File: src/rtl/c64_bus_arbiter.sv
// c64_bus_arbiter
// Shares the single system RAM bus between the 6502 core and the VIC fetcher
// with C64-style two-phase interleaving. Phase A slots always belong to VIC;
// phase B slots belong to the CPU unless VIC is stealing them for badline
// fetches. BA drops BA_LEAD CPU slots ahead of AEC so that in-flight CPU
// writes can complete before the bus is taken away.
//
// Optional build macro: ARB_STEAL_COUNT_EN
//   defined   -> steal_count counts stolen phase-B slots (saturating)
//   undefined -> steal_count is tied to zero, no counter flops
module c64_bus_arbiter #(
    parameter int BA_LEAD = 3,
    parameter int AW      = 16,
    parameter int DW      = 8
) (
    input  logic          clk,
    input  logic          reset,
    input  logic [AW-1:0] cpu_ab,
    input  logic [DW-1:0] cpu_do,
    input  logic          cpu_we,
    output logic [DW-1:0] cpu_di,
    output logic          cpu_rdy,
    input  logic [AW-1:0] vic_ab,
    input  logic          vic_steal_req,
    output logic [DW-1:0] vic_di,
    output logic          vic_strobe,
    output logic          vic_ba,
    output logic          aec,
    output logic          phi2,
    output logic [AW-1:0] mem_ab,
    output logic [DW-1:0] mem_do,
    output logic          mem_we,
    input  logic [DW-1:0] mem_di,
    output logic [15:0]   steal_count
);

    typedef enum logic [1:0] {
        ST_IDLE  = 2'd0,
        ST_LEAD  = 2'd1,
        ST_STEAL = 2'd2
    } state_t;

    // Lead counter is 3 bits wide, enough for the 1..7 BA_LEAD range.
    localparam logic [2:0] LEAD_LOAD = 3'(BA_LEAD - 1);

    logic        phase_r;      // 0 = phase A, 1 = phase B
    state_t      state_r;
    logic [2:0]  cnt_r;
    logic        ba_r;
    logic        aec_r;
    logic        vic_slot_s;   // current slot is granted to VIC
    logic [DW-1:0] cpu_di_r;
    logic [DW-1:0] vic_di_r;
    logic        vic_strobe_r;

    // Slot ownership: every phase A, plus phase B while AEC is low.
    always_comb begin
        vic_slot_s = 1'b1;
        if (phase_r && aec_r) begin
            vic_slot_s = 1'b0;
        end else begin
            vic_slot_s = 1'b1;
        end
    end

    // Bus mux; VIC never writes, so mem_we follows the CPU only in its slots.
    always_comb begin
        mem_ab = vic_ab;
        mem_we = 1'b0;
        if (vic_slot_s) begin
            mem_ab = vic_ab;
            mem_we = 1'b0;
        end else begin
            mem_ab = cpu_ab;
            mem_we = cpu_we;
        end
    end

    assign mem_do      = cpu_do;
    assign phi2        = phase_r;
    assign vic_ba      = ba_r;
    assign cpu_rdy     = ba_r;
    assign aec         = aec_r;
    assign cpu_di      = cpu_di_r;
    assign vic_di      = vic_di_r;
    assign vic_strobe  = vic_strobe_r;

    // Phase register: alternates A/B every clock, first slot after reset is A.
    always_ff @(posedge clk or negedge reset) begin
        if (!reset) begin
            phase_r <= 1'b0;
        end else begin
            phase_r <= ~phase_r;
        end
    end

    // Steal FSM, advanced only at the edge ending a phase-B slot; BA/AEC registered with it.
    always_ff @(posedge clk or negedge reset) begin
        if (!reset) begin
            state_r <= ST_IDLE;
            cnt_r   <= 3'd0;
            ba_r    <= 1'b1;
            aec_r   <= 1'b1;
        end else if (phase_r) begin
            case (state_r)
                ST_IDLE: begin
                    if (vic_steal_req) begin
                        state_r <= ST_LEAD;
                        cnt_r   <= LEAD_LOAD;
                        ba_r    <= 1'b0;
                        aec_r   <= 1'b1;
                    end
                end
                ST_LEAD: begin
                    if (!vic_steal_req) begin
                        state_r <= ST_IDLE;
                        ba_r    <= 1'b1;
                        aec_r   <= 1'b1;
                    end else if (cnt_r == 3'd0) begin
                        state_r <= ST_STEAL;
                        ba_r    <= 1'b0;
                        aec_r   <= 1'b0;
                    end else begin
                        cnt_r   <= cnt_r - 3'd1;
                    end
                end
                ST_STEAL: begin
                    if (!vic_steal_req) begin
                        state_r <= ST_IDLE;
                        ba_r    <= 1'b1;
                        aec_r   <= 1'b1;
                    end
                end
                default: begin
                    state_r <= ST_IDLE;
                    cnt_r   <= 3'd0;
                    ba_r    <= 1'b1;
                    aec_r   <= 1'b1;
                end
            endcase
        end
    end

    // Read-data capture at the end of each slot into the owner's register.
    always_ff @(posedge clk or negedge reset) begin
        if (!reset) begin
            cpu_di_r     <= '0;
            vic_di_r     <= '0;
            vic_strobe_r <= 1'b0;
        end else if (vic_slot_s) begin
            vic_di_r     <= mem_di;
            vic_strobe_r <= 1'b1;
        end else begin
            vic_strobe_r <= 1'b0;
            if (!cpu_we) begin
                cpu_di_r <= mem_di;
            end
        end
    end

`ifdef ARB_STEAL_COUNT_EN
    logic [15:0] steal_cnt_r;

    // Saturating count of phase-B slots taken from the CPU.
    always_ff @(posedge clk or negedge reset) begin
        if (!reset) begin
            steal_cnt_r <= 16'h0000;
        end else if (phase_r && !aec_r && (steal_cnt_r != 16'hFFFF)) begin
            steal_cnt_r <= steal_cnt_r + 16'h0001;
        end
    end

    assign steal_count = steal_cnt_r;
`else
    assign steal_count = 16'h0000;
`endif

endmodule

File: config.mk
export PLATFORM = sky130hd
export DESIGN_NAME = c64_bus_arbiter
export DESIGN_NICKNAME = d
export VERILOG_FILES = /design/src/rtl/c64_bus_arbiter.sv
export SDC_FILE = /design/constraint.sdc
export NUM_CORES = 1
export LEC_CHECK = 0
export CAP_MARGIN = 20
export CELL_PAD_IN_SITES_DETAIL_PLACEMENT = 0
export CELL_PAD_IN_SITES_GLOBAL_PLACEMENT = 2
export CORE_UTILIZATION = 18
export CTS_CLUSTER_SIZE = 28
export DETAILED_ROUTE_END_ITERATION = 12
export PLACE_DENSITY = 0.79
export SYNTH_ARGS = -nofsm -noshare
export SYNTH_HDL_FRONTEND = slang
export SYNTH_SLANG_ARGS = --single-unit
File: constraint.sdc
create_clock -name clk -period 1.8 [get_ports clk]
set_clock_uncertainty 0.15 [all_clocks]
set_input_delay 0.36 -clock clk [delete_from_list [all_inputs] [get_ports clk]]
set_output_delay 0.36 -clock clk [all_outputs]
set_load 0.01 [all_outputs]
# After elaboration in Yosys (flattened, before gate mapping)
# Index checks and enable logic that the tools add are counted.
# classes
n_addsub,1
eq_ne,7
muxes,19
n_bitwise,3
n_reduce_logical,6
# ops
op,count
16-bit 2-to-1 mux,1
3-bit 2-to-1 mux,3
3-bit one-hot mux with 3 select lines,1
2-bit 2-to-1 mux,4
2-bit != test (second input constant),4
1-bit 2-to-1 mux,7
1-bit one-hot mux with 3 select lines,2
2-bit one-hot mux with 3 select lines,1
5-bit AND reduction,1
4-bit AND reduction,1
3-bit logical NOT,1
3-bit != test (second input constant),1
1-bit NOT,3
3-bit by 1-bit subtractor with 3-bit output (second input constant),1
2-bit by 1-bit equality test with 1-bit output (second input constant),1
2-bit equality test (second input constant),1
2-bit logical NOT,1
2-bit AND reduction,1
1-bit logical AND,1
# word_totals
reg_bits,25
inputBits,52
elab_cells,44

# Logic depth before layout (Yosys ltp)
# logic_depth
ltp_word,4
mapped_depth,6

# Least setup slack after synthesis
# OpenSTA, ideal clock, no wires.
# synth_path
path_kind,register to output
start,reg phase_r (netlist: phi2)
end,out mem_ab[0]
arrival_time_ns,1.243
required_time_ns,1.290
setup_slack_ns,0.047
stages_incl_launch_ff,5
cell_sequence,dfrtp_1 -> buf_4 -> nand2_4 -> buf_2 -> mux2_2
# synth_between
elab_chain_cells,2
# synth_lines
element,line_no,text
from (decl),46,logic phase_r;
from (signal assigned),93,phase_r <= ~phase_r;
1-bit logical AND,59,if (phase_r && aec_r) begin
16-bit 2-to-1 mux,70,if (vic_slot_s) begin
to (decl),30,"output logic [AW-1:0] mem_ab,"
# No other way between the ends.

# Worst setup path in the final report
# layout_path
start,reg aec_r (netlist: aec)
end,out mem_ab[7]
# layout_between
elab_chain_cells,2
# layout_lines
element,line_no,text
from (decl),50,logic aec_r;
from (signal assigned),103,aec_r <= 1'b1;
from (signal assigned),111,aec_r <= 1'b1;
from (signal assigned),118,aec_r <= 1'b1;
1-bit logical AND,59,
16-bit 2-to-1 mux,70,
# No other way between the ends.

==> results.cfg <==
[synth]
ys.flop_type = dfrtp_1
syn_inst = 133
syn_area_per_cell_sq_um = 11.3
synth-seq-area-share_pct = 41.7
ys_warn_count = 0
synth_area_leader_cell = dfrtp_1
synth_edf_count = 0
async_flop_share_pct = 100
synth_seq_cells = 25
yosysMostFrequentCell = buf_4
synth_area_leaders = dfrtp_1 (38%), mux2_2 (18%), buf_4 (13%)
synth.top_cells.by_count = buf_4 (26), mux2_2 (24), dfrtp_1 (23)
synth_area_sq_um = 1510
synth_cell_type_count = 28
yosys.area.top_type_share_pct = 38.2

[timing]
grt_setup_unrepaired = true
max_freq_mhz = 469
worst_slack_ps = -334
tns_ps = -6650
post-route-period-util_pct = 119
setup_viol = 30
final_max_slew_viol_count = 0
finalHoldViolCount = 0
layout_min_cycle_time_ps = 2130

[global_route]
grt_use_total_pct = 9.05
grt_pass1_wl_microns = 5990
antenna_found_initial = 0
grt_pass1_vias = 1213
grt-ovfl-total = 0
grt_start_max_net_pins = 26

[detailed_routing]
dr.pass1.iters = 5
drcViolationCount = 0
final_antenna_net_count = 0
first_iter_violations = 15
wl_microns = 4040
dr_total_vias = 1297
vias_per_cell = 3.92
wl_per_cell_microns = 12.2

[worst_setup_path]
crit_fanout = 3
worstSetupPathType = reg2out
cp.arrival_ps = 1620
required_ps = 1290
start_kind = register
endpoint_kind = output port

[pwr]
cellPowerDensity_nw_per_um2 = 871
power_w = 0.00228
max-vdd-ir-drop_uv = 235
leakage_nw = 1.15

[cts]
cts_sinks = 25
numCtsBuffers = 3
cts_tree = done
clk_latency_ps = 270
htreeDepth = 1
clk_pin_slew_ps = 100
cts_root_buf = clkbuf_8
cts_max_path_buffers = 2

[finish]
fill_cells = 854
area_delta_synth_final_pct = 74.2
drive_gt1_share_pct = 36.3
regArea_sq_um = 629
nets = 281
multi_input_area_sq_um = 738
fin_area_sq_um = 2620
antenna-diode-count = 0

[run_status]
outcome = complete, but fails checks
violations = setup timing

[hold_path]
hold_class = in2async

[floorplan]
ioPinCount = 114
start_util_pct = 18.4
dieArea_sq_um = 8740
fp-row-count = 33
die_w_microns = 93.5
die_height_microns = 93.5
coreArea_sq_um = 8180

[placement]
place.gp.congestion = 0.712
dpl_worst_slack_ps = -257
placed_area_sq_um = 2360
io_buffers = 81
dp_hpwl_microns = 2680

[flow_run]
max_cap_viol_count = 0
==> placed cells by master (no fill, tap or decap), drive strengths merged <==
cell type | Yosys | layout
dfrtp | 23 | 23
ha | 2 | 2
a21o | 1 | 1
or3 | 2 | 2
nor2 | 1 | 1
nor3b | 1 | 1
clkbuf | 1 | 4
mux2 | 32 | 32
nand2 | 5 | 6
nand3 | 1 | 1
nand3b | 3 | 3
clkdlybuf4s50 | 0 | 60
o32a | 1 | 1
or2 | 1 | 1
and3 | 1 | 1
a21oi | 8 | 8
dlymetal6s2s | 0 | 1
nor4 | 1 | 1
conb | 1 | 16
o21ai | 7 | 7
nor2b | 3 | 3
nor3 | 1 | 1
o21bai | 1 | 1
buf | 29 | 39
dfstp | 2 | 2
clkinvlp | 0 | 1
dlygate4sd2 | 0 | 2
inv | 5 | 5
==> sequential cells by signal (all words and copies together) (netlist names) <==
signal,cells
cpu_di,8
vic_di,8
cnt_r,3
state_r,2
aec,1
cpu_rdy,1
phi2,1
vic_strobe,1
==> through the flow <==
stage	hold slack, ps	cells	util (%)
2_1_floorplan	-85.6	148	-
3_3_place_gp	334	313	28.9
3_5_place_dp	343	313	28.9
4_1_cts	320	325	31.0
5_1_grt	338	331	32.1
6_report	304	331	32.1
==> worst paths after layout <==
| kind | from | cells past startpoint | slack [ps] | end |
|---|---|---|---|---|
| setup reg to reg | aec$_DFFE_PN1P_ | 7 | -270 | cpu_di[3]$_DFFE_PN0P_ |
| min in group clk | cnt_r[1]$_DFFE_PN0P_ | 1 | 360 | cnt_r[1]$_DFFE_PN0P_ |
| max in group asynchronous | reset | 2 | 890 | aec$_DFFE_PN1P_ |
| setup / recovery | aec$_DFFE_PN1P_ | 5 | -330 | mem_ab[7] |
| hold / removal | reset | 2 | 300 | cnt_r[1]$_DFFE_PN0P_ |
| hold reg to reg | cnt_r[1]$_DFFE_PN0P_ | 1 | 360 | cnt_r[1]$_DFFE_PN0P_ |
==> cell type report <==
cell class                 instances  area share, %
sequential                        25           24.0
timing repair buffer             103           40.3
tap                              105           5.01
inverter                           5          0.715
clock inverter                     1          0.286
clock buffer                       3           1.57
multi-input combinational         89           28.1
==> layer usage <==
layer	vias up	global-route usage [%]	wire, microns
met5	-	0	0
met4	0	3.59	46
met3	4	1.71	269
met2	60	15.2	1960
met1	630	11.4	1760
li1	603	-	-
==> report_power, final <==
part           switching, W  leakage (nW)  internal, W  total, W
clock network      0.000194        0.0217     0.000157  0.000351
registers         0.0000837         0.285     0.000672  0.000756
logic              0.000437         0.844     0.000741   0.00118
==> worst max-delay path: stages (launching register included) <==
cell     delay [ps]
dfstp_2         620
buf_6           150
nand2_8          50
buf_6           120
mux2_4          290
buf_6           120
==> cell families (layout without fill, tap and decap cells) <==
logic type / after synthesis / count (layout) / synth area share [%]
simple gates: 20 / 21 / 7.97
compound gates: 18 / 18 / 6.64
fa+ha+maj: 2 / 2 / 1.66
buf+inv: 35 / 112 / 15.9
flops: 25 / 25 / 41.7
mux: 32 / 32 / 25.9
other cells: 1 / 16 / 0.249
==> repair_timing <==
item | 4_1_cts | 5_1_grt
resized for setup | 96 | 10
buffers inserted | 8 | 6
hold buffers | 0 | 0
setup endpoints to repair | 29 | 32
cloned | 1 | 0
pin swaps | 1 | 1
No activity file was read; power rests on OpenSTA's default activity.
